## config.mk

```make
export PLATFORM = sky130hd
export DESIGN_NAME = hazard_stall_unit
export DESIGN_NICKNAME = d
export VERILOG_FILES = /design/src/rtl/hazard_stall_unit.sv
export SDC_FILE = /design/constraint.sdc
export NUM_CORES = 1
export LEC_CHECK = 0
export BUFFER_PORTS_ARGS = -buffer_cell sky130_fd_sc_hd__buf_2
export CAP_MARGIN = 20
export CORE_ASPECT_RATIO = 0.7
export CORE_MARGIN = 2
export CORE_UTILIZATION = 55
export CTS_CLUSTER_SIZE = 12
export DETAILED_ROUTE_END_ITERATION = 10
export PLACE_DENSITY = 0.93
export SYNTH_ARGS = -nofsm -noshare
export SYNTH_HDL_FRONTEND = slang
export SYNTH_SLANG_ARGS = --single-unit
```

## constraint.sdc

```tcl
create_clock -name clk -period 3.9 [get_ports clk]
set_input_delay 0.585 -clock clk [delete_from_list [all_inputs] [get_ports clk]]
set_output_delay 0.585 -clock clk [all_outputs]
set_load 0.02 [all_outputs]
```

## src/rtl/hazard_stall_unit.sv

```systemverilog
// Stall/flush generator for the 5-stage pipeline: load-use stalls, branch flushes
// and whole-pipe freezes while data memory is busy, plus saturating event counters.
module hazard_stall_unit #(
  parameter int unsigned LOAD_USE_CYCLES = 1,
  parameter int unsigned CNT_W           = 16
) (
  input  logic             clk,
  input  logic             rst,
  input  logic [3:0]       ifid_rs_i,
  input  logic [3:0]       ifid_rt_i,
  input  logic             ifid_uses_rs_i,
  input  logic             ifid_uses_rt_i,
  input  logic [3:0]       idex_wr_i,
  input  logic             idex_memread_i,
  input  logic             idex_regwrite_i,
  input  logic             branch_taken_i,
  input  logic             mem_busy_i,
  output logic             pc_write_o,
  output logic             ifid_write_o,
  output logic             ifid_flush_o,
  output logic             idex_bubble_o,
  output logic             pipe_freeze_o,
  output logic [CNT_W-1:0] stall_cycles_o,
  output logic [CNT_W-1:0] flush_count_o,
  output logic             dbg_state_o
);

  typedef enum logic {RUN = 1'b0, LU_STALL = 1'b1} state_t;

  localparam logic [3:0] LU_RELOAD = 4'(LOAD_USE_CYCLES - 1);

  state_t           state_q, state_d;
  logic [3:0]       cnt_q, cnt_d;
  logic             flush_pending_q, flush_pending_d;
  logic [CNT_W-1:0] stall_cycles_q, stall_cycles_d;
  logic [CNT_W-1:0] flush_count_q, flush_count_d;
  logic             lu;
  logic             flush_evt;

  // R0 is hard-wired zero, so a load targeting it never creates a dependency.
  assign lu = idex_memread_i & idex_regwrite_i & (idex_wr_i != 4'd0) &
              ((ifid_uses_rs_i & (ifid_rs_i == idex_wr_i)) |
               (ifid_uses_rt_i & (ifid_rt_i == idex_wr_i)));

  always_ff @(posedge clk or posedge rst) begin
    if (rst) begin
      state_q         <= RUN;
      cnt_q           <= 4'd0;
      flush_pending_q <= 1'b0;
      stall_cycles_q  <= '0;
      flush_count_q   <= '0;
    end else begin
      state_q         <= state_d;
      cnt_q           <= cnt_d;
      flush_pending_q <= flush_pending_d;
      stall_cycles_q  <= stall_cycles_d;
      flush_count_q   <= flush_count_d;
    end
  end

  // Priority: reset > freeze > flush > load-use stall > normal.
  always_comb begin
    state_d         = state_q;
    cnt_d           = cnt_q;
    flush_pending_d = flush_pending_q;
    flush_evt       = 1'b0;
    pc_write_o      = 1'b1;
    ifid_write_o    = 1'b1;
    ifid_flush_o    = 1'b0;
    idex_bubble_o   = 1'b0;
    pipe_freeze_o   = 1'b0;
    if (rst) begin
      pc_write_o    = 1'b0;
      ifid_write_o  = 1'b0;
      ifid_flush_o  = 1'b1;
      idex_bubble_o = 1'b1;
    end else if (mem_busy_i) begin
      // A branch resolved while frozen is remembered and applied on unfreeze.
      pipe_freeze_o = 1'b1;
      pc_write_o    = 1'b0;
      ifid_write_o  = 1'b0;
      if (branch_taken_i) flush_pending_d = 1'b1;
    end else if (branch_taken_i || flush_pending_q) begin
      ifid_flush_o    = 1'b1;
      idex_bubble_o   = 1'b1;
      flush_pending_d = 1'b0;
      state_d         = RUN;
      cnt_d           = 4'd0;
      flush_evt       = 1'b1;
    end else if (state_q == LU_STALL) begin
      pc_write_o    = 1'b0;
      ifid_write_o  = 1'b0;
      idex_bubble_o = 1'b1;
      cnt_d         = cnt_q - 4'd1;
      if (cnt_q == 4'd1) state_d = RUN;
    end else if (lu) begin
      pc_write_o    = 1'b0;
      ifid_write_o  = 1'b0;
      idex_bubble_o = 1'b1;
      if (LOAD_USE_CYCLES > 1) begin
        state_d = LU_STALL;
        cnt_d   = LU_RELOAD;
      end
    end
  end

  always_comb begin
    stall_cycles_d = stall_cycles_q;
    flush_count_d  = flush_count_q;
    if (!pc_write_o && (stall_cycles_q != {CNT_W{1'b1}}))
      stall_cycles_d = stall_cycles_q + CNT_W'(1);
    if (flush_evt && (flush_count_q != {CNT_W{1'b1}}))
      flush_count_d = flush_count_q + CNT_W'(1);
  end

  assign stall_cycles_o = stall_cycles_q;
  assign flush_count_o  = flush_count_q;
  assign dbg_state_o    = state_q;

endmodule
```

==> impl_metrics.json <==
{
  "synth-seq-cells": 38,
  "syn-cell-area_um2": 1992,
  "tns_ps": 0,
  "layout_common_cells": "buf_2 (57), dfrtp_1 (38), xnor2_1 (27), nand2_1 (15), nand3_1 (15)",
  "powerDensity_nw_per_um2": 477.9,
  "min_period_over_period_pct": 65.23,
  "drt-total-wl_mm": 4.286,
  "core_area_um2": 3491,
  "switching_share_pct": 34.31,
  "synth_area_leaders": "dfrtp_1 (48%), xnor2_1 (12%), xor2_1 (4.0%)",
  "grt_pass1_wl_mm": 6.575,
  "layout_min_cycle_time_ps": 2544,
  "grt_max_degree": 40,
  "status": "completed",
  "drcViolationCount": 0,
  "dp_hpwl_mm": 3.087,
  "synthMuxAreaShare_pct": 2.261,
  "drive_gt1_share_pct": 29.57,
  "cts_hold_buf": 0,
  "cts_setup_buffers": 0,
  "timing.slew.headroom_pct": 65.37,
  "worst-path-buf-inv": 2,
  "cap_violations": 0,
  "cp_slowest_cell": "or3_1",
  "rsz0062_at_grt": "false",
  "ys_types": 35,
  "p_int_uw": 763.2,
  "area_growth_pct": 22.05,
  "firstDrtPassIters": 4,
  "setup_slack_ps": 1356,
  "boundaryPins": 58,
  "core.rowCount": 18,
  "syn_nets": 220,
  "initial_core_util_pct": 57.06,
  "cts_resized": 0,
  "routed_via_density": 5.577,
  "layout_commonest_cell": "buf_2",
  "synth-seq-area-share_pct": 47.74,
  "worstPathRequired_ps": 3310,
  "grt_usage_pct": 21.10,
  "syn_avg_cell_area_um2": 10.16,
  "path_max_fanout": 3,
  "holdCritPathClass": "in2async",
  "worst_hold_slack_ps": 431.2,
  "drt_iter0_markers": 78,
  "use_met1_pct": 26.97,
  "hold_violations": 0,
  "synth_top_family_by_area": "simple AND/OR/NAND/NOR gates",
  "antenna_found_initial": 0,
  "gp_congestion": 0.8193,
  "p_leak_uw": 0.001196,
  "syn-instance-count": 196,
  "clock_latency_ps": 300,
  "ant_nets": 0,
  "numPortBuffers": 57,
  "root_buffer": "clkbuf_8",
  "post-route-util_pct": 69.64,
  "fmax_ghz": 0.3931,
  "numCtsBuffers": 5,
  "grt.busiest_layer": "met2",
  "cpPeakStageDelay_ps": 360,
  "finalClockSkew_ps": 3.753,
  "synth_simple_gate_area_share_pct": 23.74,
  "die_w_um": 75.93,
  "clockBufferDepth": 2,
  "setup_violations": 0,
  "dieArea_um2": 4127,
  "comb_power_share_pct": 26.8,
  "cts.sink_count": 38,
  "grt_overflow": 0,
  "crit_family": "simple AND/OR/NAND/NOR gates",
  "power_frac_clock_pct": 27.4,
  "use_met3_pct": 4.785,
  "synth-xor-area-share_pct": 15.83,
  "cp-end-kind": "output pin",
  "fin_area_um2": 2431,
  "grt_pass1_vias": 1485,
  "arrival_ps": 1960,
  "cts_tree": "done",
  "pre_cts_ws_ps": 1358,
  "die_h_um": 54.35,
  "synth_compound_gate_area_share_pct": 5.465,
  "pwr-share-seq_pct": 45.9,
  "cp-start-kind": "input pin",
  "antenna_cells": 0,
  "worst_slew_pin_slew_ps": 517.6,
  "maxSlewViolCount": 0,
  "final_net_count": 280,
  "ys.warnings.count": 0,
  "worstSetupPathType": "in2out",
  "switchingPower_uw": 398.7,
  "yosysTopAreaCell": "dfrtp_1",
  "gr-usage-met2_pct": 34.82,
  "routedWlPerCell_um": 13.96,
  "clk_pin_slew_worst_paths_ps": 70,
  "crit_top_cell": "buf_2",
  "dr_total_vias": 1712,
  "vdd_drop_max_mv": 0.2737,
  "synth_top_area_share_pct": 47.74,
  "cp_cell_sequence": "buf_2 > nor4_1 > nor2_1 > and4_4 > or3_1 > a21oi_1 > buf_2",
  "dpl_cell_area_um2": 2321,
  "h-tree-depth": 2,
  "synthAdderAreaFrac_pct": 2.513
}
## Yosys cell counts
library cell,n
dfrtp_1,38
xnor2_1,27
nand2_1,15
nand3_1,15
and3_1,12
nand4_1,12
nor2_1,10
o21ai_0,9
xor2_1,9
a21oi_1,4
and4_1,4
clkbuf_1,4
ha_1,4
inv_1,4
mux2_2,4
nor3_1,4
and2_1,2
or2_2,2
a211oi_1,1
a21boi_0,1
a21o_1,1
a31oi_1,1
and4_4,1
buf_4,1
buf_6,1
nand2b_1,1
nand3_2,1
nand3b_1,1
nor2b_1,1
nor4_1,1
nor4b_1,1
o21a_1,1
o31ai_1,1
or3_1,1
or4_4,1
## flip-flops by register name (all words and copies together) (netlist names)
signal,cells
flush_pending_q,1
cnt_q,4
dbg_state_o,1
flush_count_o,16
stall_cycles_o,16
## per-stage QoR
step / std cells / power [µW]
after floorplan: 196 / 735.8
after global placement: 299 / 837.8
after detailed placement: 299 / 850.3
after CTS: 307 / 1167
after global routing: 307 / 1220
final: 307 / 1162
## power by group through the flow
stage | combinational [µW] | sequential (µW) | clock (µW)
floorplan | 136 | 599 | 0
global placement | 303 | 535 | 0
detailed placement | 312 | 538 | 0
CTS | 314 | 531 | 322
global route | 343 | 543 | 335
finish | 311 | 533 | 318
## worst register-to-register path, delay by kind of cell, from the launching register on
family | cells | cell delay (ps)
DFF | 1 | 410
AOI/OAI and AO/OA | 1 | 110
and+or+nand+nor | 4 | 710
muxes | 1 | 340
adders and majority gates | 1 | 210
buffers and inverters | 1 | 200
## cell families (layout without fill, tap and decap cells)
group	count (synthesis)	count (layout)
compound gates	19	19
mux	4	4
buf+inv	10	71
flops	38	38
simple gates	85	85
fa+ha+maj	4	4
xor+xnor	36	36
## worst paths after layout
check	slack, ps	endpoint	depth (start not counted)	from
max	1360	pc_write_o	7	idex_wr_i[0]
min	430	cnt_q[1]$_DFFE_PP0P_	3	rst
max reg2reg	1810	stall_cycles_o[1]$_DFFE_PP0P_	8	stall_cycles_o[0]$_DFFE_PP0P_
min reg2reg	490	stall_cycles_o[7]$_DFFE_PP0P_	1	stall_cycles_o[7]$_DFFE_PP0P_
max in group asynchronous	3130	stall_cycles_o[9]$_DFFE_PP0P_	3	rst
min in group clk	490	stall_cycles_o[7]$_DFFE_PP0P_	1	stall_cycles_o[7]$_DFFE_PP0P_
## layout make-up
| type | instances | area [µm²] |
|---|---|---|
| timing repair buffer | 59 | 300.3 |
| clock buffer | 8 | 110.1 |
| inverter | 4 | 15.01 |
| sequential | 38 | 950.9 |
| multi-input combinational | 148 | 992.2 |
| fill | 277 | 1060 |
| tap | 50 | 62.56 |
## per-layer routing
layer | part of all wire [%] | wire length, µm | vias up
li1 | - | - | 817
met1 | 46 | 1974 | 820
met2 | 45 | 1921 | 65
met3 | 6.6 | 281 | 10
met4 | 2.5 | 109 | 0
met5 | 0 | 0 | -
Note: power is estimated with default switching activity, not from simulation.
